[src/rtl/deserializador_pkg.sv]
// Shared definitions for the serial-to-parallel receiver with output FIFO.
// Holds the receiver FSM state type and the default word width and FIFO depth.
package deserializador_pkg;

    localparam int unsigned DEFAULT_WIDTH = 8;
    localparam int unsigned DEFAULT_DEPTH = 4;

    typedef enum logic {
        StIdle   = 1'b0,
        StRecebe = 1'b1
    } state_t;

endpackage

[src/rtl/fifo_sync.sv]
// Synchronous first-word-fall-through FIFO.
// Ports:
//   clk    - clock, all state updates on the rising edge
//   reset  - synchronous active-low reset (empties the FIFO, clears head)
//   push   - write wdata (ignored when full)
//   pop    - drop the head word (ignored when empty)
//   wdata  - word to write
//   full   - count == DEPTH
//   empty  - count == 0
//   count  - words currently stored
//   head   - oldest word; holds its last value once the FIFO drains
module fifo_sync #(
    parameter int unsigned WIDTH = 8,
    parameter int unsigned DEPTH = 4
) (
    input  logic                       clk,
    input  logic                       reset,
    input  logic                       push,
    input  logic                       pop,
    input  logic [WIDTH-1:0]           wdata,
    output logic                       full,
    output logic                       empty,
    output logic [$clog2(DEPTH+1)-1:0] count,
    output logic [WIDTH-1:0]           head
);

    localparam int unsigned PW = $clog2(DEPTH);
    localparam int unsigned CW = $clog2(DEPTH + 1);

    logic [WIDTH-1:0] mem [DEPTH];
    logic [PW-1:0]    rd_ptr_q, wr_ptr_q, rd_ptr_d, wr_ptr_d;
    logic [CW-1:0]    count_q, count_d;
    logic [WIDTH-1:0] head_q, head_d;
    logic             do_push, do_pop;

    assign full    = (count_q == CW'(DEPTH));
    assign empty   = (count_q == '0);
    assign do_push = push & ~full;
    assign do_pop  = pop & ~empty;
    assign count   = count_q;
    assign head    = head_q;

    always_comb begin
        rd_ptr_d = do_pop  ? rd_ptr_q + PW'(1) : rd_ptr_q;
        wr_ptr_d = do_push ? wr_ptr_q + PW'(1) : wr_ptr_q;
        count_d  = count_q;
        if (do_push && !do_pop) begin
            count_d = count_q + CW'(1);
        end else if (do_pop && !do_push) begin
            count_d = count_q - CW'(1);
        end
        // Head is registered so it can hold its value after the last pop.
        // When the new head slot is the one being written this edge, forward wdata.
        head_d = head_q;
        if (count_d != '0) begin
            head_d = (do_push && (wr_ptr_q == rd_ptr_d)) ? wdata : mem[rd_ptr_d];
        end
    end

    always_ff @(posedge clk) begin
        if (!reset) begin
            rd_ptr_q <= '0;
            wr_ptr_q <= '0;
            count_q  <= '0;
            head_q   <= '0;
        end else begin
            rd_ptr_q <= rd_ptr_d;
            wr_ptr_q <= wr_ptr_d;
            count_q  <= count_d;
            head_q   <= head_d;
        end
    end

    // Storage needs no reset: pointers and count define what is valid.
    always_ff @(posedge clk) begin
        if (reset && do_push) begin
            mem[wr_ptr_q] <= wdata;
        end
    end

endmodule

[src/rtl/deserializador_fifo.sv]
// Serial-to-parallel receiver feeding an output FIFO.
// Bits arrive one per cycle on data_in while write_in is high; each WIDTH bits form a word
// that is pushed into a first-word-fall-through FIFO for the consumer.
// Ports:
//   clock_100KHz - sole clock
//   reset        - synchronous active-low reset
//   data_in      - serial bit, sampled when write_in=1
//   write_in     - bit-valid strobe
//   ack_in       - pop request for the FIFO head word
//   data_out     - FIFO head word
//   data_ready   - FIFO not empty
//   status_out   - FIFO full; sender must hold write_in low
//   count_out    - words stored in the FIFO
//   abort_out    - one-cycle pulse when a partial word is discarded
//   overflow_out - sticky flag: a bit was offered while full
module deserializador_fifo
    import deserializador_pkg::*;
#(
    parameter int unsigned WIDTH     = DEFAULT_WIDTH,
    parameter int unsigned DEPTH     = DEFAULT_DEPTH,
    parameter bit          MSB_FIRST = 1'b0
) (
    input  logic                       clock_100KHz,
    input  logic                       reset,
    input  logic                       data_in,
    input  logic                       write_in,
    input  logic                       ack_in,
    output logic [WIDTH-1:0]           data_out,
    output logic                       data_ready,
    output logic                       status_out,
    output logic [$clog2(DEPTH+1)-1:0] count_out,
    output logic                       abort_out,
    output logic                       overflow_out
);

    localparam int unsigned CW = $clog2(WIDTH);
    localparam logic [CW-1:0] LAST = CW'(WIDTH - 1);

    state_t           state_q;
    logic [CW-1:0]    bit_cnt_q;
    logic [WIDTH-1:0] word_q;
    logic [WIDTH-1:0] word_next;
    logic [CW-1:0]    bit_idx;
    logic             abort_q, overflow_q;
    logic             full, empty;
    logic             accept, last_bit, push;

    assign status_out   = full;
    assign data_ready   = ~empty;
    assign abort_out    = abort_q;
    assign overflow_out = overflow_q;

    always_comb begin
        accept    = write_in & ~full;
        last_bit  = (bit_cnt_q == LAST);
        push      = accept & last_bit;
        bit_idx   = MSB_FIRST ? (LAST - bit_cnt_q) : bit_cnt_q;
        word_next = word_q;
        word_next[bit_idx] = data_in;
    end

    always_ff @(posedge clock_100KHz) begin
        if (!reset) begin
            state_q    <= StIdle;
            bit_cnt_q  <= '0;
            word_q     <= '0;
            abort_q    <= 1'b0;
            overflow_q <= 1'b0;
        end else begin
            abort_q <= 1'b0;
            if (write_in && full) begin
                overflow_q <= 1'b1;
            end
            unique case (state_q)
                StIdle: begin
                    // WIDTH >= 2, so the first bit never completes a word.
                    if (accept) begin
                        word_q    <= word_next;
                        bit_cnt_q <= CW'(1);
                        state_q   <= StRecebe;
                    end
                end
                StRecebe: begin
                    if (accept) begin
                        if (last_bit) begin
                            word_q    <= '0;
                            bit_cnt_q <= '0;
                            state_q   <= StIdle;
                        end else begin
                            word_q    <= word_next;
                            bit_cnt_q <= bit_cnt_q + CW'(1);
                        end
                    end else if (!write_in) begin
                        // Counter is always nonzero here, so a dropped strobe is an abort.
                        word_q    <= '0;
                        bit_cnt_q <= '0;
                        abort_q   <= 1'b1;
                        state_q   <= StIdle;
                    end
                end
                default: state_q <= StIdle;
            endcase
        end
    end

    fifo_sync #(
        .WIDTH (WIDTH),
        .DEPTH (DEPTH)
    ) u_fifo (
        .clk   (clock_100KHz),
        .reset (reset),
        .push  (push),
        .pop   (ack_in),
        .wdata (word_next),
        .full  (full),
        .empty (empty),
        .count (count_out),
        .head  (data_out)
    );

endmodule

[config.mk]
export PLATFORM = sky130hd
export DESIGN_NAME = deserializador_fifo
export DESIGN_NICKNAME = d
export VERILOG_FILES = /design/src/rtl/deserializador_pkg.sv /design/src/rtl/fifo_sync.sv /design/src/rtl/deserializador_fifo.sv
export SDC_FILE = /design/constraint.sdc
export NUM_CORES = 1
export LEC_CHECK = 0
export CORE_ASPECT_RATIO = 0.7
export CORE_MARGIN = 10
export CORE_UTILIZATION = 35
export DETAILED_ROUTE_END_ITERATION = 10
export PLACE_DENSITY = 0.53
export SETUP_SLACK_MARGIN = 0.2
export SLEW_MARGIN = 20
export SYNTH_ARGS = -nofsm -noshare
export SYNTH_HDL_FRONTEND = slang
export SYNTH_SLANG_ARGS = --single-unit
[constraint.sdc]
create_clock -name clock_100KHz -period 2.8 [get_ports clock_100KHz]
set_input_delay 0.28 -clock clock_100KHz [delete_from_list [all_inputs] [get_ports clock_100KHz]]
set_output_delay 0.28 -clock clock_100KHz [all_outputs]
set_load 0.05 [all_outputs]
==> metrics.txt <==
status finished clean; die area 0.0140 mm^2; die height 102 um; antenna violations before repair 0; Pre-antenna DRT Iters 4; NumNets Final 353; synthesized cell area 0.00337 mm^2; Post-Syn Instances 324; Seq/Total Area, Yosys 45.7%; pin count of the biggest net entering global routing 33; setup_tns 0 ns; post-CTS setup buffers 0; CP endpoint kind primary output; Worst Hold Class reg2reg; Cell Pwr Density 958 mW/mm^2; Placer Congestion 0.827; CP arrival 2.17 ns; crit-path max FO 5; Max clock buf depth 2; Hold Vio Cnt, Final 0; commonest non-fill, non-tap cell in the layout nand2_1; Static Leakage 1.44 nW; Net Count, Synth 338; first-pass GRT wire length 13400 um; Final Setup Violations 0; Final WS setup 0.354 ns; CP Class reg2out; Clock Latency Late Sink 0.34 ns; Initial Util 36.6%; clock transition at the registers of the reported paths 0.06 ns; DRC Markers 0; final WL 8400 um; final worst path period share 87.4%; Worst Tran Pin Value 0.788 ns; commonest cells after routing, fill and taps aside 35 x nand2_1, 32 x edfxtp_1, 28 x dfxtp_1, 24 x a211oi_1; clock sink count 61; grt total ovfl 0; CP startpoint kind flop; DP Worst Slack 0.348 ns; All-Layer GR Usage 12.6%; Post-synth EDFFs 32; Max-slew headroom 47.4%; synth unique cells 54; Slew Limit Fails 0; post-synth top area share 28.5%; DIE WIDTH 137 um; IO Port Bufs 19; max_cap viols 0; Required @ worst endpoint 2.52 ns; Hold Buf Count CTS 0; peak supply drop 0.000290 V; Wirelength per Cell 17.9 um; via count 2535; Post-DRT Antenna Nets 0; TritonCTS clock tree done; row count 29; min cycle time layout 2.45 ns; n_diodes 0; Achievable Freq 409 MHz; H-tree lvl count 3; dominant synthesized flop cell edfxtp_1; leading cell types by total area after synthesis edfxtp_1 29%, dfxtp_1 17%, a211oi_1 5.3%; DRT iter0 DRCs 207; Synth area leader edfxtp_1; asr flop ratio synth 0%; Top Ports 20; Vias/cell 5.42; Area Overhead vs Synth 16.9%; Root Buffer clkbuf_16; vias in the first global route 2311; Setup Skew 0.00895 ns; DP Wirelength 5760 um; Yosys warnings 0; core box area 0.00922 mm^2; Seq cells post-synth 61; layout cell share with drive strength beyond 1 13.7%; unrepaired setup endpoints after global routing false; FF-to-FF setup slack 0.36 ns; Num CTS Buffers 9; syn avg cell area 10.4 um^2
==> synth_stat cells (2+ instances only) <==
cell type and n:
a21boi_0 4, nand2_1 35, xnor2_1 3, mux2_2 7, nor3b_1 10, o211ai_2 2
a21oi_1 10, ha_1 9, buf_2 3, a211oi_1 24, nor3_1 2, a32oi_1 2
o2111ai_1 2, mux2i_1 9, edfxtp_1 32, buf_6 4, o311ai_1 8, inv_1 10
clkbuf_1 14, nand3b_1 3, nor2b_1 11, dfxtp_1 29, and2_1 6, nand3_1 7
and3_1 18, nor2_1 9, a21boi_1 9, a311oi_1 8, o21ai_0 9
==> worst paths after layout <==
path / endpoint / cells past startpoint / from
worst max-delay path: status_out / 5 / u_fifo.count[1]
worst min register to register: u_fifo.head[0] / 2 / u_fifo.head[0]
worst min-delay path: u_fifo.head[0] / 2 / u_fifo.head[0]
worst max register to register: u_fifo.head[1] / 9 / u_fifo.count[1]
==> power breakdown <==
part | switching, mW | internal (mW)
registers | 0.0809 | 1.03
clock network | 0.432 | 0.690
logic | 1.00 | 0.540
total | 1.52 | 2.26
==> cells by family after synthesis <==
family	after synthesis	synth area share, %
compound gates	93	21.9
buf+inv	35	5.57
fa+ha+maj	9	3.34
simple gates	107	17.6
flops	61	45.7
mux	16	5.01
xor+xnor	3	0.780
==> per-layer routing <==
| layer | track usage [%] | vias to the layer above | part of all wire (%) |
|---|---|---|---|
| met3 | 4.71 | 17 | 7.8 |
| met4 | 4.93 | 0 | 1.8 |
| met1 | 18.2 | 1187 | 52 |
| li1 | - | 1250 | - |
| met5 | 0 | - | 0 |
| met2 | 16.2 | 81 | 38 |
==> cell type report <==
| type | instances | area [um^2] |
|---|---|---|
| clock inverter | 7 | 75.1 |
| clock buffer | 9 | 225 |
| multi-input combinational | 228 | 1640 |
| sequential | 61 | 1540 |
| fill | 909 | 5280 |
| inverter | 12 | 50.0 |
| timing repair buffer | 27 | 249 |
| tap | 124 | 155 |
==> registers in the layout (all words and copies together), names as in the netlist <==
name,cells
u_fifo.mem,32
u_fifo.count,3
u_fifo.head,8
u_fifo.wr_ptr_q,2
word_q,8
u_fifo.rd_ptr_q,2
bit_cnt_q,3
overflow_out,1
state_q,1
abort_out,1
==> critical path, cell delays in order (launching register included) <==
cell and delay [ns]:
dfxtp_1 0.36, inv_1 0.12, ha_1 0.32, nand2_1 0.15
inv_1 0.08, clkdlybuf4s50_1 0.80
==> stage by stage <==
stage | instance area (um^2) | hold WS (ns) | utilization, % | total power [mW] | std cells
after floorplan | 3370 | 0.432 | - | 2.35 | 324
after global placement | 3640 | 0.445 | 39.5 | 2.66 | 452
after detailed placement | 3640 | 0.447 | 39.5 | 2.67 | 452
after CTS | 3940 | 0.454 | 42.7 | 3.79 | 468
after global routing | 3940 | 0.469 | 42.8 | 3.97 | 468
final | 3940 | 0.449 | 42.8 | 3.78 | 468
==> what timing repair did <==
| action | in CTS | in global routing |
|---|---|---|
| setup endpoints to repair | 1 | 5 |
| gates resized for setup | 1 | 2 |
| pin swaps | 0 | 0 |
Power figures use the tool's default switching activity.
